`config.mk`:
```
export PLATFORM = sky130hd
export DESIGN_NAME = note_recorder
export DESIGN_NICKNAME = d
export VERILOG_FILES = /design/src/rtl/note_recorder.sv
export SDC_FILE = /design/constraint.sdc
export NUM_CORES = 1
export LEC_CHECK = 0
export ABC_CLOCK_PERIOD_IN_PS = 10400
export BUFFER_PORTS_ARGS = -buffer_cell sky130_fd_sc_hd__clkbuf_2
export CORE_MARGIN = 5
export CORE_UTILIZATION = 65
export DETAILED_ROUTE_END_ITERATION = 12
export PLACE_DENSITY = 0.82
export SLEW_MARGIN = 30
export SYNTH_ARGS = -nofsm -noshare
export SYNTH_HDL_FRONTEND = slang
export SYNTH_SLANG_ARGS = --single-unit
```
`constraint.sdc`:
```
create_clock -name clk -period 10.4 [get_ports clk]
set_clock_uncertainty 0.15 [all_clocks]
set_input_delay 1.04 -clock clk [delete_from_list [all_inputs] [get_ports clk]]
set_output_delay 1.04 -clock clk [all_outputs]
set_load 0.01 [all_outputs]
```
`src/rtl/note_recorder.sv`:
```
// note_recorder
//   Record/playback stage for the seven piano note switches. Sits between the
//   raw switches and the LED / per-note sound stages. In IDLE and RECORD it
//   forwards the synchronized switches. RECORD also stores each held pattern
//   with its duration in ticks. PLAY replays the stored patterns.
//
//   Ports:
//     clk        system clock, rising edge
//     rst        asynchronous active-low reset
//     note_in    raw note switches, bit 6 = A .. bit 0 = G, 1 = pressed
//     rec_btn    raw active-low pushbutton, press toggles recording
//     play_btn   raw active-low pushbutton, press starts playback
//     note_out   registered note vector to LED and sound stages
//     recording  high in RECORD
//     playing    high in PLAY
//     full       buffer holds DEPTH entries
//     count      number of stored entries
//
//   Build option NOTE_RECORDER_LOOP_EN: when defined, playback wraps from the
//   last entry back to entry 0, and a play press in PLAY stops playback.
//
//   state  | meaning
//   IDLE   | live pass-through, waiting for a rec or play press
//   RECORD | live pass-through, storing {note, dur} entries
//   PLAY   | replaying stored entries, one tick-timed entry at a time
module note_recorder #(
   parameter int CLK_HZ  = 50000000,
   parameter int TICK_HZ = 100,
   parameter int DEPTH   = 32,
   parameter int DUR_W   = 8
) (
   input  logic                       clk,
   input  logic                       rst,
   input  logic [6:0]                 note_in,
   input  logic                       rec_btn,
   input  logic                       play_btn,
   output logic [6:0]                 note_out,
   output logic                       recording,
   output logic                       playing,
   output logic                       full,
   output logic [$clog2(DEPTH+1)-1:0] count
);
   localparam int CNT_W    = $clog2(DEPTH + 1);
   localparam int PTR_W    = (DEPTH > 1) ? $clog2(DEPTH) : 1;
   localparam int TICK_DIV = (CLK_HZ / TICK_HZ > 0) ? CLK_HZ / TICK_HZ : 1;
   localparam int PRE_W    = (TICK_DIV > 1) ? $clog2(TICK_DIV) : 1;
   localparam logic [DUR_W-1:0] DUR_MAX  = '1;
   localparam logic [DUR_W-1:0] DUR_ONE  = DUR_W'(1);
   localparam logic [PTR_W-1:0] PTR_ZERO = '0;

   typedef enum logic [1:0] {
      IDLE   = 2'd0,
      RECORD = 2'd1,
      PLAY   = 2'd2
   } state_t;

   state_t           state_q, state_d;
   logic [6:0]       note_s1_q, note_s2_q;
   logic             rec_s1_q, rec_s2_q, rec_s3_q;
   logic             play_s1_q, play_s2_q, play_s3_q;
   logic [PRE_W-1:0] presc_q, presc_d;
   logic [6:0]       note_out_q, note_out_d;
   logic [6:0]       cur_note_q, cur_note_d;
   logic [DUR_W-1:0] dur_cnt_q, dur_cnt_d;
   logic [DUR_W-1:0] remain_q, remain_d;
   logic [PTR_W-1:0] rd_ptr_q, rd_ptr_d;
   logic [CNT_W-1:0] count_q, count_d;
   logic             full_q, full_d;
   logic [6+DUR_W:0] mem_q [DEPTH];
   logic             wr_en;
   logic [6+DUR_W:0] wr_data;
   logic             rec_press, play_press, tick, last_entry;

   // Button synchronizers reset to the released (high) level so that reset
   // release can never look like a press.
   always_ff @(posedge clk or negedge rst) begin
      if (!rst) begin
         note_s1_q <= '0;
         note_s2_q <= '0;
         rec_s1_q  <= 1'b1;
         rec_s2_q  <= 1'b1;
         rec_s3_q  <= 1'b1;
         play_s1_q <= 1'b1;
         play_s2_q <= 1'b1;
         play_s3_q <= 1'b1;
      end else begin
         note_s1_q <= note_in;
         note_s2_q <= note_s1_q;
         rec_s1_q  <= rec_btn;
         rec_s2_q  <= rec_s1_q;
         rec_s3_q  <= rec_s2_q;
         play_s1_q <= play_btn;
         play_s2_q <= play_s1_q;
         play_s3_q <= play_s2_q;
      end
   end

   assign rec_press  = rec_s3_q & ~rec_s2_q;
   assign play_press = play_s3_q & ~play_s2_q;

   // Prescaler: down-counter, tick on terminal count 0, reload TICK_DIV-1.
   assign tick    = (presc_q == '0);
   assign presc_d = tick ? PRE_W'(TICK_DIV - 1) : presc_q - 1'b1;

   assign last_entry = (CNT_W'(rd_ptr_q) == count_q - 1'b1);

   always_comb begin
      state_d    = state_q;
      note_out_d = note_s2_q;
      cur_note_d = cur_note_q;
      dur_cnt_d  = dur_cnt_q;
      remain_d   = remain_q;
      rd_ptr_d   = rd_ptr_q;
      count_d    = count_q;
      full_d     = full_q;
      wr_en      = 1'b0;
      wr_data    = {cur_note_q, dur_cnt_q};
      unique case (state_q)
         IDLE: begin
            if (rec_press) begin
               state_d    = RECORD;
               count_d    = '0;
               full_d     = 1'b0;
               cur_note_d = note_s2_q;
               dur_cnt_d  = DUR_ONE;
            end else if (play_press && count_q != '0) begin
               state_d  = PLAY;
               rd_ptr_d = PTR_ZERO;
               remain_d = mem_q[PTR_ZERO][DUR_W-1:0];
            end
         end
         RECORD: begin
            if (rec_press) begin
               wr_en   = (count_q < CNT_W'(DEPTH));
               state_d = IDLE;
            end else if (note_s2_q != cur_note_q) begin
               // A tick in the same cycle is dropped: the old note keeps its
               // pre-tick duration and the new note starts at 1.
               wr_en      = 1'b1;
               cur_note_d = note_s2_q;
               dur_cnt_d  = DUR_ONE;
            end else if (tick) begin
               if (dur_cnt_q == DUR_MAX) begin
                  wr_en     = 1'b1;
                  dur_cnt_d = DUR_ONE;
               end else begin
                  dur_cnt_d = dur_cnt_q + 1'b1;
               end
            end
            if (wr_en) begin
               count_d = count_q + 1'b1;
               if (count_d == CNT_W'(DEPTH)) begin
                  full_d  = 1'b1;
                  state_d = IDLE;
               end
            end
         end
         PLAY: begin
            note_out_d = mem_q[rd_ptr_q][6+DUR_W:DUR_W];
            if (rec_press) begin
               state_d = IDLE;
`ifdef NOTE_RECORDER_LOOP_EN
            end else if (play_press) begin
               state_d = IDLE;
`endif
            end else if (tick) begin
               if (remain_q == DUR_ONE) begin
                  if (last_entry) begin
`ifdef NOTE_RECORDER_LOOP_EN
                     rd_ptr_d = PTR_ZERO;
                     remain_d = mem_q[PTR_ZERO][DUR_W-1:0];
`else
                     state_d = IDLE;
`endif
                  end else begin
                     rd_ptr_d = rd_ptr_q + 1'b1;
                     remain_d = mem_q[rd_ptr_q + 1'b1][DUR_W-1:0];
                  end
               end else begin
                  remain_d = remain_q - 1'b1;
               end
            end
         end
         default: state_d = IDLE;
      endcase
   end

   always_ff @(posedge clk or negedge rst) begin
      if (!rst) begin
         state_q    <= IDLE;
         presc_q    <= '0;
         note_out_q <= '0;
         cur_note_q <= '0;
         dur_cnt_q  <= '0;
         remain_q   <= '0;
         rd_ptr_q   <= '0;
         count_q    <= '0;
         full_q     <= 1'b0;
      end else begin
         state_q    <= state_d;
         presc_q    <= presc_d;
         note_out_q <= note_out_d;
         cur_note_q <= cur_note_d;
         dur_cnt_q  <= dur_cnt_d;
         remain_q   <= remain_d;
         rd_ptr_q   <= rd_ptr_d;
         count_q    <= count_d;
         full_q     <= full_d;
      end
   end

   // Entry storage has no reset; contents are meaningless until rewritten.
   always_ff @(posedge clk) begin
      if (wr_en) mem_q[count_q[PTR_W-1:0]] <= wr_data;
   end

   assign note_out  = note_out_q;
   assign recording = (state_q == RECORD);
   assign playing   = (state_q == PLAY);
   assign full      = full_q;
   assign count     = count_q;
endmodule

```
# Word level (Yosys, flattened, before mapping)
# Memory sizes are Yosys's and may differ from the RTL's.
# Index checks and enable logic that the tools add are counted.
[totals]
register_bits = 83
ramBits = 480
output_inout_bits = 16
word_cells = 117
memories = 1
[mem_list]
columns = ["memory", "depth", "word_bits", "read_ports", "rd_ports_with_merged_regs", "wr", "line_no", "source"]
rows = [
  ["mem_q", 32, 15, 3, 0, 1, "69", "logic [6+DUR_W:0] mem_q [DEPTH];"],
]
[classes]
addsub = 6
n_lt_le_gt_ge = 1
n_eq_ne = 24
muxes = 51
bitwise = 4
n_reduce_logical = 13
[op_table]
columns = ["operator", "n"]
rows = [
  ["8-bit 2-to-1 mux", 11],
  ["8-bit case mux with 2 select lines", 2],
  ["5-bit 2-to-1 mux", 6],
  ["7-bit 2-to-1 mux", 4],
  ["19-bit logical NOT", 1],
  ["19-bit 2-to-1 mux", 1],
  ["19-bit by 1-bit subtractor with 19-bit output (second input constant)", 1],
  ["2-bit 2-to-1 mux", 9],
  ["4-bit AND reduction", 4],
  ["7-bit case mux with 2 select lines", 1],
  ["6-bit 2-to-1 mux", 2],
  ["2-bit inequality test (second input constant)", 6],
  ["3-bit by 1-bit inequality test with 1-bit output (second input constant)", 4],
  ["6-bit case mux with 2 select lines", 1],
  ["1-bit 2-to-1 mux", 11],
  ["2-bit by 1-bit inequality test with 1-bit output (second input constant)", 5],
  ["5-bit case mux with 2 select lines", 1],
  ["8-bit by 1-bit adder with 8-bit output (second input constant)", 1],
  ["8-bit by 1-bit == test with 1-bit output (second input constant)", 1],
  ["8-bit == test (second input constant)", 1],
  ["8-bit by 1-bit subtractor with 8-bit output (second input constant)", 1],
  ["7-bit inequality test", 1],
  ["7-bit AND reduction", 1],
  ["6-bit by 1-bit adder with 6-bit output (second input constant)", 1],
  ["18 further kinds", 22],
]

# Depth between registers and ports, before layout
[depth]
depth_word = 9
ltp_mapped = 11
ltp_nobuf = 9

# Worst setup path before layout
# No wires, ideal clock.
[synth_timing]
path_type = "register -> register"
start = "register presc_q[9]"
end = "memory mem_q[15][0] (netlist bit) (enable)"
setup_ns = 0.386
arrival_time_ns = 3.090
required_time_ns = 9.864
setup_slack_ns = 6.774
path_stages_with_launch = 8
period_less_slack_ns = 3.626
path_cell_list = "dfrtp_1 or4_4 or4_4 nor3_1 a211oi_1 a21oi_1 nand3_1 nor2_1"
[synth_between]
elab_chain_cells = 8
[synth_lines]
columns = ["element", "line_no", "source"]
rows = [
  ["from (decl)", "61", "logic [PRE_W-1:0] presc_q, presc_d;"],
  ["from (signal assigned)", "201", "presc_q <= presc_d;"],
  ["19-bit logical NOT", "102", "assign tick = (presc_q == '0);"],
  ["1-bit 2-to-1 mux", "142", "end else if (tick) begin"],
  ["1-bit 2-to-1 mux", "136", "end else if (note_s2_q != cur_note_q) begin"],
  ["1-bit 2-to-1 mux", "133", "if (rec_press) begin"],
  ["1-bit 2-to-1 mux (2 in a row)", "118", "unique case (state_q)"],
  ["1-bit 2-to-1 mux", "214", "if (wr_en) mem_q[count_q[PTR_W-1:0]] <= wr_data;"],
  ["1-bit 2-to-1 mux (implied by the code)", "214", ""],
  ["to (decl)", "69", ""],
]
# No other way between the ends. The select of a mux whose other input is x is not followed.

# Worst setup path after layout
[layout_timing]
start = "register presc_q[9]"
end = "memory mem_q[6][0] (netlist bit) (enable)"
# The elaborated chain is that of the path after synthesis.

==> results.toml <==
[global_route]
grtUsageTotal_pct = 30.0
grt_max_degree = 84
use_met1_pct = 39.2
grt-busiest-layer = "met2"
antenna_found_initial = 0
grt_pass1_vias = 12602
grt_pass1_wl_um = 83000
grtUsageMet2_pct = 49.2
grt_overflow = 0
grt_util_met3_pct = 6.89

[drt]
routed_wl_um = 56100
drc = 0
wl_per_cell_um = 32.0
ant_nets = 0
dr_total_vias = 12107
dr.pass1.iters = 5
drt_iter0_markers = 1606
via_per_inst = 6.92

[pwr]
swShare_pct = 27.3
comb_power_share_pct = 17.0
p_leak_nw = 8.06
clkPwrFrac_pct = 33.7
cellPowerDensity_nw_per_um2 = 240
power_w = 0.00604
p_sw_w = 0.00165
pwr-share-seq_pct = 49.2
ir_drop_mv = 0.177
power.internal_w = 0.00439

[layout]
final_nets = 1274
multi_input_area_um2 = 5720
antennaDiodeCount = 0
drive_above_1_share_pct = 26.9
register_area_um2 = 16500
fin_util_pct = 73.5
area_growth_pct = 12.3
fillCellCount = 1852
final_common_cell = "edfxtp_1"
layout_common_cells = "edfxtp_1, mux4_2, nor2_1, nand2_1, dfrtp_1"

[yosys]
ys_seq_area_share_pct = 73.5
ys_types = 59
syn-cell-area_um2 = 22400
yosysWarnings = 0
ys_ff_latch = 563
synthFlopType = "edfxtp_1"
postSynthCellCount = 1183
synth_edf_count = 480
async_flop_share_pct = 14.7
syn_area_per_cell_um2 = 19.0
syn_nets = 1204

[cts]
ctsHoldBuffers = 0
cts_buffers = 54
cts.htree.levels = 2
clock_path_buffers = 3
clk_pin_slew_ns = 0.07
post_cts_buffers = 0
cts_tree = "built"
cts_resized = 0
worst_skew_pair.late_latency_ns = 0.61
cts_root_buf = "clkbuf_16"
cts_sinks = 563

[timing]
worst_slew_pin_slew_ns = 1.08
finalMaxSlewViolations = 0
finalHoldWorstSlack_ns = 0.203
finalCriticalPeriod_ns = 4.71
post-route-period-util_pct = 45.3
finalSetupTns_ns = 0
rsz0062_at_grt = "false"
max-slew-margin-rel_pct = 28.0
max_freq_ghz = 0.212
setup_viol = 0
finalHoldViolations = 0

[setup_path]
worstPathArrival_ns = 4.85
path_cells = "or4_4 -> or4_4 -> nor3_1 -> buf_4 -> a211oi_1 -> a21oi_1 -> nand3_1 -> nor2_1 -> buf_4"
crit_cells = 9
cp-start-kind = "register"
cp_slowest_cell = "nor2_1"
worst-path-buf-inv = 2
ff2ff_path_depth = 9
path_max_fanout = 12
max_stage_delay_ns = 0.98
critical_path.top_delay_family = "simple AND/OR/NAND/NOR gates"
critPathCaptureType = "register"
cp.required_ns = 10.54
crit_type = "reg -> reg"

[die]
rows = 68
initial_core_util_pct = 65.5
die_x_um = 196
pin_count = 27
die_h_um = 196
core_area_um2 = 34300
die-area_um2 = 38300

[flow_run]
max-cap-violations = 0

[worst_hold_path]
hold_path_class = "reg -> reg"
holdPathStages = 0

[placement]
place_congestion = 0.841
hpwl_um = 30700
io_buffers = 26

[outcome]
outcome = "completed"
-- power by group through the flow --
stage	combinational (W)	clock, W	sequential [W]
after global routing	0.00109	0.00216	0.00300
final	0.00103	0.00204	0.00297
after detailed placement	0.00100	0	0.00301
after CTS	0.00103	0.00206	0.00297
after floorplan	0.000774	0	0.00288
after global placement	0.000978	0	0.00299
-- metal layers --
metal / share of wire (%) / vias up / wire length, um
li1: - / 4890 / -
met1: 34 / 6178 / 19100
met2: 50 / 882 / 28000
met3: 11 / 157 / 6230
met4: 4.9 / 0 / 2760
met5: 0 / - / 0
-- layout make-up --
class / instances / area share (%)
timing repair buffer: 74 / 2.02
tap: 455 / 2.26
inverter: 12 / 0.179
clock inverter: 34 / 1.68
sequential: 563 / 65.6
clock buffer: 64 / 5.63
multi-input combinational: 548 / 22.7
-- synth_stat cells (7+ instances only) --
| master | n | share of area [%] |
|---|---|---|
| nor2_1 | 67 | 1.1 |
| a21oi_1 | 13 | 0.29 |
| dfrtp_1 | 77 | 8.6 |
| nand2_1 | 62 | 1.0 |
| mux4_2 | 140 | 14 |
| nand4_1 | 12 | 0.33 |
| nand3_1 | 25 | 0.56 |
| ha_1 | 10 | 0.56 |
| or3_1 | 8 | 0.22 |
| edfxtp_1 | 480 | 64 |
| inv_1 | 12 | 0.20 |
| o211ai_1 | 7 | 0.23 |
| xor2_1 | 13 | 0.51 |
| mux2i_1 | 11 | 0.49 |
| a31oi_1 | 7 | 0.20 |
| buf_1 | 13 | 0.22 |
| nand2b_1 | 10 | 0.28 |
| mux2_2 | 12 | 0.60 |
| xnor2_1 | 25 | 0.98 |
| o21ai_0 | 36 | 0.80 |
| clkbuf_1 | 41 | 0.69 |
| nor3_1 | 17 | 0.38 |
-- worst register-to-register path, delay by kind of cell, from the launching register on --
family	cells	cell delay, ns
AO/OA/AOI/OAI	2	0.55
AND/OR/NAND/NOR	5	2.72
flip-flops	1	0.44
buffers and inverters	2	0.56
-- path summary, 6_finish.rpt --
| path | from | to | slack (ns) |
|---|---|---|---|
| worst max-delay path | presc_q[9] | mem_q[6][0] | 5.69 |
| worst max register to register | presc_q[9] | mem_q[6][0] | 5.69 |
| min in group asynchronous | rst | presc_q[4] | 0.38 |
| worst min register to register | note_s1_q[6] | note_s2_q[6] | 0.20 |
| max in group asynchronous | rst | rd_ptr_q[0] | 9.09 |
| worst min-delay path | note_s1_q[6] | note_s2_q[6] | 0.20 |
-- registers in the layout, indices dropped and copies added, names as in the netlist --
| signal | cells |
|---|---|
| count | 6 |
| cur_note_q | 7 |
| dur_cnt_q | 8 |
| full | 1 |
| mem_q | 480 |
| note_out | 7 |
| note_s1_q | 7 |
| note_s2_q | 7 |
| play_s1_q | 1 |
| play_s2_q | 1 |
| play_s3_q | 1 |
| presc_q | 19 |
| rd_ptr_q | 5 |
| rec_s1_q | 1 |
| rec_s2_q | 1 |
| rec_s3_q | 1 |
| remain_q | 8 |
| state_q | 2 |
-- through the flow --
step / cells / worst slack, ns / cell area [um2]
final: 1750 / 5.69 / 25200
after global routing: 1750 / 5.58 / 25200
after CTS: 1750 / 5.53 / 25200
after detailed placement: 1652 / 5.66 / 23300
after global placement: 1651 / 5.64 / 23300
after floorplan: 1183 / 6.77 / 22400
-- cells by family after synthesis --
group                      Yosys count  synth area share (%)
AOI/OAI and AO/OA                   95                  2.75
xor gates and xnor gates            38                  1.48
adders and majority gates           10                 0.558
buffers and inverters               72                  1.25
DFF                                563                  73.5
muxes                              163                  15.1
and+or+nand+nor                    242                  5.30
Note: power is estimated with default switching activity, not from simulation.
